===== src/rtl/mips_muldiv.sv =====
`timescale 1ns/1ps
`default_nettype none
// +--------------------------------------------------------------------------+
// | mips_muldiv : iterative MULT/MULTU/DIV/DIVU unit with HI/LO registers     |
// | Rev 1.0                                                                  |
// +--------------------------------------------------------------------------+
module mips_muldiv #(
  parameter int WIDTH = 32
) (
  input  logic             CLK,
  input  logic             RST,
  input  logic             Start,
  input  logic [1:0]       Op,
  input  logic [WIDTH-1:0] A,
  input  logic [WIDTH-1:0] B,
  input  logic             HiWrite,
  input  logic             LoWrite,
  input  logic [WIDTH-1:0] WData,
  output logic             Busy,
  output logic             Done,
  output logic [WIDTH-1:0] Hi,
  output logic [WIDTH-1:0] Lo
);

  localparam int c_CNT_W = $clog2(WIDTH + 1);

  typedef enum logic [1:0] {
    S_IDLE = 2'd0,
    S_CALC = 2'd1,
    S_FIX  = 2'd2
  } state_t;

  state_t               r_state;
  state_t               w_state_nxt;
  logic [c_CNT_W-1:0]   r_count;
  logic                 r_is_div;
  logic                 r_neg_a;
  logic                 r_neg_b;
  logic [WIDTH-1:0]     r_opnd;   // multiplicand for MULT*, divisor for DIV*
  logic [2*WIDTH-1:0]   r_acc;    // product accumulator / dividend-quotient shifter
  logic [WIDTH-1:0]     r_rem;
  logic                 r_done;
  logic [WIDTH-1:0]     r_hi;
  logic [WIDTH-1:0]     r_lo;

  logic                 w_signed;
  logic [WIDTH-1:0]     w_mag_a;
  logic [WIDTH-1:0]     w_mag_b;
  logic [WIDTH:0]       w_sum;
  logic [WIDTH:0]       w_trial;
  logic [WIDTH:0]       w_diff;
  logic                 w_neg_res;
  logic [2*WIDTH-1:0]   w_prod;
  logic [WIDTH-1:0]     w_quot;
  logic [WIDTH-1:0]     w_remf;

  assign w_signed = ~Op[0];
  assign w_mag_a  = (w_signed && A[WIDTH-1]) ? -A : A;
  assign w_mag_b  = (w_signed && B[WIDTH-1]) ? -B : B;

  // Shift-add step: add multiplicand to the upper half when the current multiplier bit is set
  assign w_sum   = {1'b0, r_acc[2*WIDTH-1:WIDTH]} + (r_acc[0] ? {1'b0, r_opnd} : {(WIDTH+1){1'b0}});
  // Restoring step: a non-negative difference means the quotient bit is 1
  assign w_trial = {r_rem, r_acc[WIDTH-1]};
  assign w_diff  = w_trial - {1'b0, r_opnd};

  assign w_neg_res = r_neg_a ^ r_neg_b;
  assign w_prod    = w_neg_res ? -r_acc : r_acc;
  assign w_quot    = w_neg_res ? -r_acc[WIDTH-1:0] : r_acc[WIDTH-1:0];
  assign w_remf    = r_neg_a ? -r_rem : r_rem;

  always_ff @(posedge CLK or posedge RST) begin
    if (RST) begin
      r_state <= S_IDLE;
    end else begin
      r_state <= w_state_nxt;
    end
  end

  always_comb begin
    w_state_nxt = r_state;
    case (r_state)
      S_IDLE:  if (Start) w_state_nxt = S_CALC;
      S_CALC:  if (r_count == c_CNT_W'(1)) w_state_nxt = S_FIX;
      S_FIX:   w_state_nxt = S_IDLE;
      default: w_state_nxt = S_IDLE;
    endcase
  end

  always_ff @(posedge CLK or posedge RST) begin
    if (RST) begin
      r_count  <= '0;
      r_is_div <= 1'b0;
      r_neg_a  <= 1'b0;
      r_neg_b  <= 1'b0;
      r_opnd   <= '0;
      r_acc    <= '0;
      r_rem    <= '0;
      r_done   <= 1'b0;
      r_hi     <= '0;
      r_lo     <= '0;
    end else begin
      r_done <= (r_state == S_FIX);
      case (r_state)
        S_IDLE: begin
          if (HiWrite) r_hi <= WData;
          if (LoWrite) r_lo <= WData;
          if (Start) begin
            r_is_div <= Op[1];
            r_neg_a  <= w_signed & A[WIDTH-1];
            r_neg_b  <= w_signed & B[WIDTH-1];
            r_count  <= c_CNT_W'(WIDTH);
            r_rem    <= '0;
            if (Op[1]) begin
              r_opnd <= w_mag_b;
              r_acc  <= {{WIDTH{1'b0}}, w_mag_a};
            end else begin
              r_opnd <= w_mag_a;
              r_acc  <= {{WIDTH{1'b0}}, w_mag_b};
            end
          end
        end
        S_CALC: begin
          r_count <= r_count - c_CNT_W'(1);
          if (r_is_div) begin
            r_rem                <= w_diff[WIDTH] ? w_trial[WIDTH-1:0] : w_diff[WIDTH-1:0];
            r_acc[WIDTH-1:0]     <= {r_acc[WIDTH-2:0], ~w_diff[WIDTH]};
          end else begin
            r_acc <= {w_sum, r_acc[WIDTH-1:1]};
          end
        end
        S_FIX: begin
          if (r_is_div) begin
            // Divide by zero: remainder already equals |A|, sign fix restores A
            r_lo <= (r_opnd == '0) ? {WIDTH{1'b1}} : w_quot;
            r_hi <= w_remf;
          end else begin
            r_hi <= w_prod[2*WIDTH-1:WIDTH];
            r_lo <= w_prod[WIDTH-1:0];
          end
        end
        default: ;
      endcase
    end
  end

  assign Busy = (r_state == S_CALC) || (r_state == S_FIX);
  assign Done = r_done;
  assign Hi   = r_hi;
  assign Lo   = r_lo;

endmodule
`default_nettype wire


===== config.mk =====
export PLATFORM = sky130hd
export DESIGN_NAME = mips_muldiv
export DESIGN_NICKNAME = d
export VERILOG_FILES = /design/src/rtl/mips_muldiv.sv
export SDC_FILE = /design/constraint.sdc
export NUM_CORES = 1
export LEC_CHECK = 0
export BUFFER_PORTS_ARGS = -buffer_cell sky130_fd_sc_hd__buf_2
export CAP_MARGIN = 20
export CORE_MARGIN = 5
export CORE_UTILIZATION = 40
export CTS_CLUSTER_SIZE = 20
export DETAILED_ROUTE_END_ITERATION = 8
export MAX_ROUTING_LAYER = met4
export SLEW_MARGIN = 20
export SYNTH_ARGS = -nofsm -noshare
export SYNTH_HDL_FRONTEND = slang
export SYNTH_SLANG_ARGS = --single-unit

===== constraint.sdc =====
create_clock -name CLK -period 9 [get_ports CLK]
set_clock_uncertainty 0.1 [all_clocks]
set_input_delay 0.45 -clock CLK [delete_from_list [all_inputs] [get_ports CLK]]
set_output_delay 0.45 -clock CLK [all_outputs]
set_load 0.01 [all_outputs]

==> key figures, run 1 <==
Status
  – Result of the run: finished, final reports clean

Logic synthesis
  – Most frequently used cell type in the post-synthesis netlist: sky130_fd_sc_hd__nand2_1
  – Post-synthesis cell type with the largest combined area: sky130_fd_sc_hd__dfrtp_1
  – Synth Instances: 2108
  – Mean instance size in the synthesized netlist: 7.87 um^2
  – Number of register bits inferred by synthesis: 204
  – Post-synth top flop: sky130_fd_sc_hd__dfrtp_1
  – Area share of the leading cell type in the synthesized netlist: 30.8%
  – List of most frequent post-synthesis cells: sky130_fd_sc_hd__nand2_1 (250), sky130_fd_sc_hd__a21oi_1 (209), sky130_fd_sc_hd__dfrtp_1 (204)
  – Sequential fraction of the synthesis area: 30.8%
  – Number of enable-type register cells in the synthesized netlist: 0
  – Synthesized netlist net count: 2286
  – Yosys warnings: 0
  – Fraction of registers with async set or reset after synthesis: 100%
  – Post-synth cell types: 78
  – Post-synthesis instance area: 16600 um^2
  – Synth top area cells: sky130_fd_sc_hd__dfrtp_1 (31%), sky130_fd_sc_hd__a21oi_1 (6.3%), sky130_fd_sc_hd__o21ai_0 (5.9%), sky130_fd_sc_hd__xnor2_1 (5.9%), sky130_fd_sc_hd__nand2_1 (5.7%)

Floorplan
  – Std-Cell Core Area: 40900 um^2
  – Starting density of the core: 40.6%
  – Number of primary I/O pins: 169
  – Die H: 214 um
  – Placement Rows: 74
  – Die area: 45700 um^2
  – Horizontal extent of the die: 214 um

Run
  – Max-capacitance violation count: 0

STA
  – Setup repair after global routing missed its margin: false
  – Max transition margin: 27.9%
  – Transition time at the pin with the least slew margin: 1080 ps
  – Highest attainable clock frequency: 249 MHz
  – Fin crit share: 44.5%
  – Final count of negative-setup-slack endpoints: 0
  – Max Transition Viols Final: 0
  – Shortest clock period the worst path allows after layout: 4010 ps
  – Final hold violation count: 0
  – Final setup TNS: 0 ps
  – Setup slack after layout: 4990 ps
  – Hold slack final: 129 ps

Hold path
  – Worst Hold Class: input port to register
  – WHS Path Cells: 3

Global routing
  – Global-route met2 utilization: 36.6%
  – Met1 GRT Util: 34.9%
  – All-Layer GR Usage: 24.5%
  – Overflow after GRT: 0
  – Antenna violations before repair: 0
  – Met3 usage in global routing: 3.76%
  – GRT busiest layer: met2
  – Number of global-route vias before repair: 14700
  – Pin count of the biggest net entering global routing: 137
  – Global-route wire length before repair: 85.6 mm

Critical path
  – Total stage count of the critical path: 13
  – Worst Path Class, Setup: register to register
  – Element type at the critical path start: register
  – Cells along the critical path: inv_1 -> buf_4 -> nor2_1 -> ha_1 -> a21o_1 -> a21oi_1 -> o21ai_0 -> a41oi_1 -> a21boi_0 -> o21bai_1 -> a2111o_1 -> and3b_1 -> o31ai_1
  – Required time of the worst setup path: 9330 ps
  – Critical path peak fanout: 31
  – Buf/Inv on CP: 2
  – Dominant delay contributor by cell family on the critical path: compound AO/OA/AOI/OAI gates
  – Reg2Reg Depth: 13
  – Critical path capture point type: register
  – Critical path data arrival time: 4340 ps
  – Slowest cell on the critical path: sky130_fd_sc_hd__dfrtp_1
  – Slowest Stage Delay on Critical Path: 500 ps

Clock network
  – CTS tree: done
  – CTS Root Cell: sky130_fd_sc_hd__clkbuf_16
  – Clock slew at the register clock pins of the worst setup and hold paths: 60 ps
  – Number of buffers added for setup after CTS: 0
  – Count of clock tree sinks: 204
  – Deepest clock path buffer count: 3
  – Number of resized instances in the post-cts repair step: 0
  – Clock buffer count from CTS: 25
  – CTS H-Tree Depth: 1
  – Skew-Pair Late Insertion Delay: 550 ps

Place
  – Placed cell area: 17800 um^2
  – Weighted congestion reported at the end of routability-driven placement: 1.00
  – Half-perimeter wire length of the detailed placement result: 43.3 mm
  – Post-place setup slack: 5070 ps
  – Count of buffers inserted at the top-level ports: 168
  – Placed cell count: 2702

Finish
  – Layout Cell Area excl Fill: 18700 um^2
  – Antenna diodes: 0
  – Share of layout cells above drive strength 1: 13.0%
  – Syn-to-layout area delta: 12.8%
  – Final core occ: 45.8%
  – Post-layout nets: 2377
  – Final Instance Count excl. Fillers: 2749

Drt
  – Vias per cell: 5.74
  – Router iterations before antenna repair: 5
  – Detail-routed net length per standard cell: 20.4 um
  – Total Routed Length: 56.0 mm
  – Number of vias after detailed routing: 15800
  – DRT antenna net count: 0
  – DRC violation total after the first TritonRoute iteration: 1362
  – Total DRC errors in the routed layout: 0

Pwr
  – Max VDD drop: 0.179 mV
  – Reported leakage power: 8.23 nW
  – Total chip power: 6.35 mW
  – Cell Pwr Density: 339 nW/um^2
==> sequential cells by signal, summed over array words and instances, names as in the netlist <==
name / flops
Lo: 32
r_opnd: 32
r_rem: 32
r_neg_a: 1
r_acc: 64
r_is_div: 1
r_state: 2
Hi: 32
r_neg_b: 1
Done: 1
r_count: 6
==> cells by family (layout without fill, tap and decap cells) <==
group                      after synthesis  count (layout)  share of synthesized area [%]
AOI/OAI and AO/OA                      690             690                           24.8
xor gates and xnor gates               206             206                           11.0
adders and majority gates               75              75                           5.74
buffers and inverters                  202             311                           4.79
DFF                                    204             204                           30.8
muxes                                   62              62                           3.87
and+or+nand+nor                        669             669                           19.1
==> power breakdown <==
group          total, mW  internal [mW]  switching (mW)
Clock               1.06          0.637           0.423
Sequential          1.70           1.28           0.426
Combinational       3.59           1.34            2.24
Total               6.35           3.26            3.09
==> tightest hold or removal path, stage by stage <==
cell	delay, ps
sky130_fd_sc_hd__buf_2	90
sky130_fd_sc_hd__o22ai_1	70
sky130_fd_sc_hd__o21ai_0	130
==> metal layers <==
metal  up-vias  wire [um]  share of wire, %
met4         0       1610               2.9
li1       7695          -                 -
met1      7494      26200                47
met2       513      24200                43
met3        73       3940               7.0
met5         -          0                 0
==> worst paths after layout <==
path | startpoint | end | slack (ps)
max reg2reg | r_acc[0] | r_acc[61] | 4990
min | WData[9] | Lo[9] | 130
min reg2reg | Hi[15] | Hi[15] | 370
max in group asynchronous | RST | r_is_div | 6600
min in group asynchronous | RST | r_acc[53] | 410
max | r_acc[0] | r_acc[61] | 4990
==> cell usage in the layout, fill, tap and decap left out, drive strengths merged, types with 12 or more instances in the layout <==
cell type and count:
a211oi 29, a21o 33, a21oi 211, a31oi 13, buf 190, clkbuf 30, dfrtp 204, ha 73
inv 77, mux2 18, mux2i 44, nand2 250, nand2b 23, nand3 35, nand4 13, nor2 191
nor2b 15, nor3 28, nor3b 34, nor4 25, o211ai 14, o21ai 252, o22ai 25, o31ai 28
o41ai 21, or3 13, or4 12, xnor2 111, xor2 95
==> repair_timing <==
action,CTS,global route
endpoints found under the setup margin,0,0
hold buffers,0,1
endpoints found under the hold margin,0,64
==> area by class of cell <==
type	count	area (um^2)
repair buffers	191	1040
multi-input cells	1702	10800
fillers	4057	22200
clock buffers	30	694
well taps	532	666
flip-flops and latches	204	5110
inverters	75	289
clock inverters	15	173
(Power assumes the default switching activity.)
==> run 2, diff against run 1 <==
- clock period: 9 -> 3.7 ns (I/O delays scaled with it)
==> run 2 against run 1 <==
  * Core utilization grew 2.0 points
  * Total power increased by 150%
  * Combinational power rose to 2.5 times the previous value
  * Cell count rose by 3.2%
==> key figures, run 2 (same netlist as run 1, synthesis figures left out) <==
Status
  – Result of the run: finished, final reports clean (unchanged)

Hold path
  – Worst Hold Class: input port to register (unchanged)

Global routing
  – Pin count of the biggest net entering global routing: 97 (was 137)
  – Global-route wire length before repair: 87.6 mm (was 85.6 mm)
  – Overflow after GRT: 0 (unchanged)
  – All-Layer GR Usage: 25.1% (was 24.5%)
  – Antenna violations before repair: 0 (unchanged)
  – Number of global-route vias before repair: 15000 (was 14700)

Clock network
  – Deepest clock path buffer count: 3 (unchanged)
  – Number of buffers added for setup after CTS: 0 (unchanged)
  – Clock slew at the register clock pins of the worst setup and hold paths: 60 ps (about the same)
  – CTS Root Cell: sky130_fd_sc_hd__clkbuf_16 (unchanged)
  – CTS H-Tree Depth: 1 (unchanged)
  – Clock buffer count from CTS: 25 (unchanged)
  – Count of clock tree sinks: 204 (unchanged)
  – CTS tree: done (unchanged)
  – Skew-Pair Late Insertion Delay: 540 ps (was 550 ps)

Place
  – Count of buffers inserted at the top-level ports: 168 (unchanged)
  – Weighted congestion reported at the end of routability-driven placement: 0.974 (was 1.00)
  – Half-perimeter wire length of the detailed placement result: 45.2 mm (was 43.3 mm)

Critical path
  – Slowest cell on the critical path: sky130_fd_sc_hd__dfrtp_1 (unchanged)
  – Critical path capture point type: register (unchanged)
  – Required time of the worst setup path: 4010 ps (was 9330 ps)
  – Critical path peak fanout: 19 (was 31)
  – Cells along the critical path: ha_1 -> fa_1 -> nor2b_1 -> o2111ai_1 -> a2111oi_4 -> or4_1 -> a31oi_4 -> o21ai_4 -> xor2_4 -> buf_12 -> mux2i_1 -> o21ai_1 (was inv_1 -> buf_4 -> nor2_1 -> ha_1 -> a21o_1 -> a21oi_1 -> o21ai_0 -> a41oi_1 -> a21boi_0 -> o21bai_1 -> a2111o_1 -> and3b_1 -> o31ai_1)
  – Critical path data arrival time: 3820 ps (was 4340 ps)
  – Element type at the critical path start: register (unchanged)
  – Worst Path Class, Setup: register to register (unchanged)
  – Slowest Stage Delay on Critical Path: 420 ps (was 500 ps)

STA
  – Highest attainable clock frequency: 285 MHz (was 249 MHz)
  – Max Transition Viols Final: 0 (unchanged)
  – Fin crit share: 94.8% (was 44.5%)
  – Final count of negative-setup-slack endpoints: 0 (unchanged)
  – Final hold violation count: 0 (unchanged)
  – Transition time at the pin with the least slew margin: 1030 ps (was 1080 ps)
  – Shortest clock period the worst path allows after layout: 3510 ps (was 4010 ps)
  – Max transition margin: 31.1% (was 27.9%)

Pwr
  – Relative contribution of combinational cells to total power: 58.1% (was 56.5%)
  – Switching power: 7.63 mW (was 3.09 mW)
  – Internal power contribution: 8.10 mW (was 3.26 mW)
  – Total chip power: 15.7 mW (was 6.35 mW)
  – Cell Pwr Density: 805 nW/um^2 (was 339 nW/um^2)
  – Reported leakage power: 8.64 nW (was 8.23 nW)
  – Share of total power in the clock network: 16.1% (was 16.7%)
  – Sw Share: 48.5% (was 48.7%)
  – Max VDD drop: 0.429 mV (was 0.179 mV)
  – Share of power burned in registers: 25.8% (was 26.8%)

Drt
  – Total Routed Length: 57.6 mm (was 56.0 mm)
  – Total DRC errors in the routed layout: 0 (unchanged)
  – Number of vias after detailed routing: 16100 (was 15800)
  – Router iterations before antenna repair: 5 (unchanged)
  – DRC violation total after the first TritonRoute iteration: 1548 (was 1362)
  – DRT antenna net count: 0 (unchanged)
  – Vias per cell: 5.68 (was 5.74)
  – Detail-routed net length per standard cell: 20.3 um (was 20.4 um)

Run
  – Max-capacitance violation count: 0 (unchanged)

Finish
  – Post-layout nets: 2464 (was 2377)
  – Syn-to-layout area delta: 17.7% (was 12.8%)
  – Antenna diodes: 0 (unchanged)
  – Share of layout cells above drive strength 1: 14.8% (was 13.0%)
  – Number of flip-flops in the largest register: 64 (unchanged)
  – Commonest non-fill, non-tap cell in the layout: sky130_fd_sc_hd__nand2_1 (unchanged)
  – Most frequent cells in the layout: sky130_fd_sc_hd__nand2_1 (249), sky130_fd_sc_hd__a21oi_1 (207), sky130_fd_sc_hd__dfrtp_1 (203), sky130_fd_sc_hd__o21ai_0 (194), sky130_fd_sc_hd__nor2_1 (191) (was sky130_fd_sc_hd__nand2_1 (249), sky130_fd_sc_hd__a21oi_1 (207), sky130_fd_sc_hd__dfrtp_1 (203), sky130_fd_sc_hd__o21ai_0 (197), sky130_fd_sc_hd__nor2_1 (191))
  – Register name with the most flops: r_acc (unchanged)
  – Final core occ: 47.7% (was 45.8%)

Floorplan
  – Number of primary I/O pins: 169 (unchanged)
  – Horizontal extent of the die: 214 um (unchanged)
  – Die H: 214 um (unchanged)
  – Starting density of the core: 40.6% (unchanged)
  – Die area: 45700 um^2 (unchanged)
  – Placement Rows: 74 (unchanged)
  – Std-Cell Core Area: 40900 um^2 (unchanged)
[run 2: cell count changes in the layout (fill, tap and decap cells not counted), moves of 3 or more]
cell | before | now
sky130_fd_sc_hd__dlygate4sd3_1 | 1 | 36
sky130_fd_sc_hd__o21ai_0 | 197 | 194
sky130_fd_sc_hd__clkbuf_1 | 0 | 3
sky130_fd_sc_hd__buf_4 | 22 | 70
sky130_fd_sc_hd__buf_12 | 0 | 4
sky130_fd_sc_hd__o21ai_1 | 50 | 53
[run 2: worst paths after layout]
check,from,slack (ps),depth (start not counted),endpoint
worst max-delay path,r_opnd[0],190,12,r_rem[13]
worst min-delay path,B[24],20,4,r_opnd[24]
worst max register to register,r_opnd[0],190,12,r_rem[13]
worst min register to register,Lo[25],380,2,Lo[25]
max in group asynchronous,RST,2430,4,r_opnd[21]
min in group asynchronous,RST,150,3,r_acc[58]
[run 2: per-layer routing]
metal  routed length (um)  up-vias  track usage, %
met1                27400     7631            36.6
li1                     -     7878               -
met2                24800      525            36.8
met5                    0        -               -
met4                 2090        0            8.31
met3                 3270       80            2.44
[run 2: stage by stage]
step	hold slack [ps]	cells	setup slack (ps)	area (um^2)	TNS (ps)
finish	15.5	2836	193	19500	0
floorplan	259	2108	405	16600	0
global placement	166	2754	293	18300	0
CTS	8.04	2835	173	19500	0
global route	32.5	2836	-10.9	19500	-10.9
detailed placement	168	2754	187	18300	0
[run 2: power by group through the flow]
stage	registers [mW]	clock network, mW	logic (mW)
final	4.06	2.53	9.14
after detailed placement	4.08	0	8.98
after global routing	4.18	2.67	10.1
after floorplan	3.92	0	6.15
after global placement	4.04	0	8.85
after CTS	4.04	2.57	9.03
[run 2: repair_timing]
action / 4_1_cts / 5_1_grt
setup endpoints to repair: 0 / 10
endpoints found under the hold margin: 63 / 0
gates resized for setup: 0 / 9
hold buffers: 36 / 0
[run 2: layout make-up]
type | count | area, um^2
fillers | 4023 | 21400
multi-input cells | 1702 | 10800
flip-flops and latches | 204 | 5110
repair buffers | 278 | 1830
clock buffers | 34 | 719
well taps | 532 | 666
inverters | 75 | 289
clock inverters | 11 | 123
[run 2: critical path: cells and delay by family, from the launching register on]
| family | cells | cell delay [ps] |
|---|---|---|
| compound gates | 5 | 1020 |
| flops | 1 | 420 |
| fa+ha+maj | 2 | 670 |
| xor+xnor | 1 | 270 |
| mux | 1 | 210 |
| buf+inv | 1 | 230 |
| simple gates | 2 | 440 |
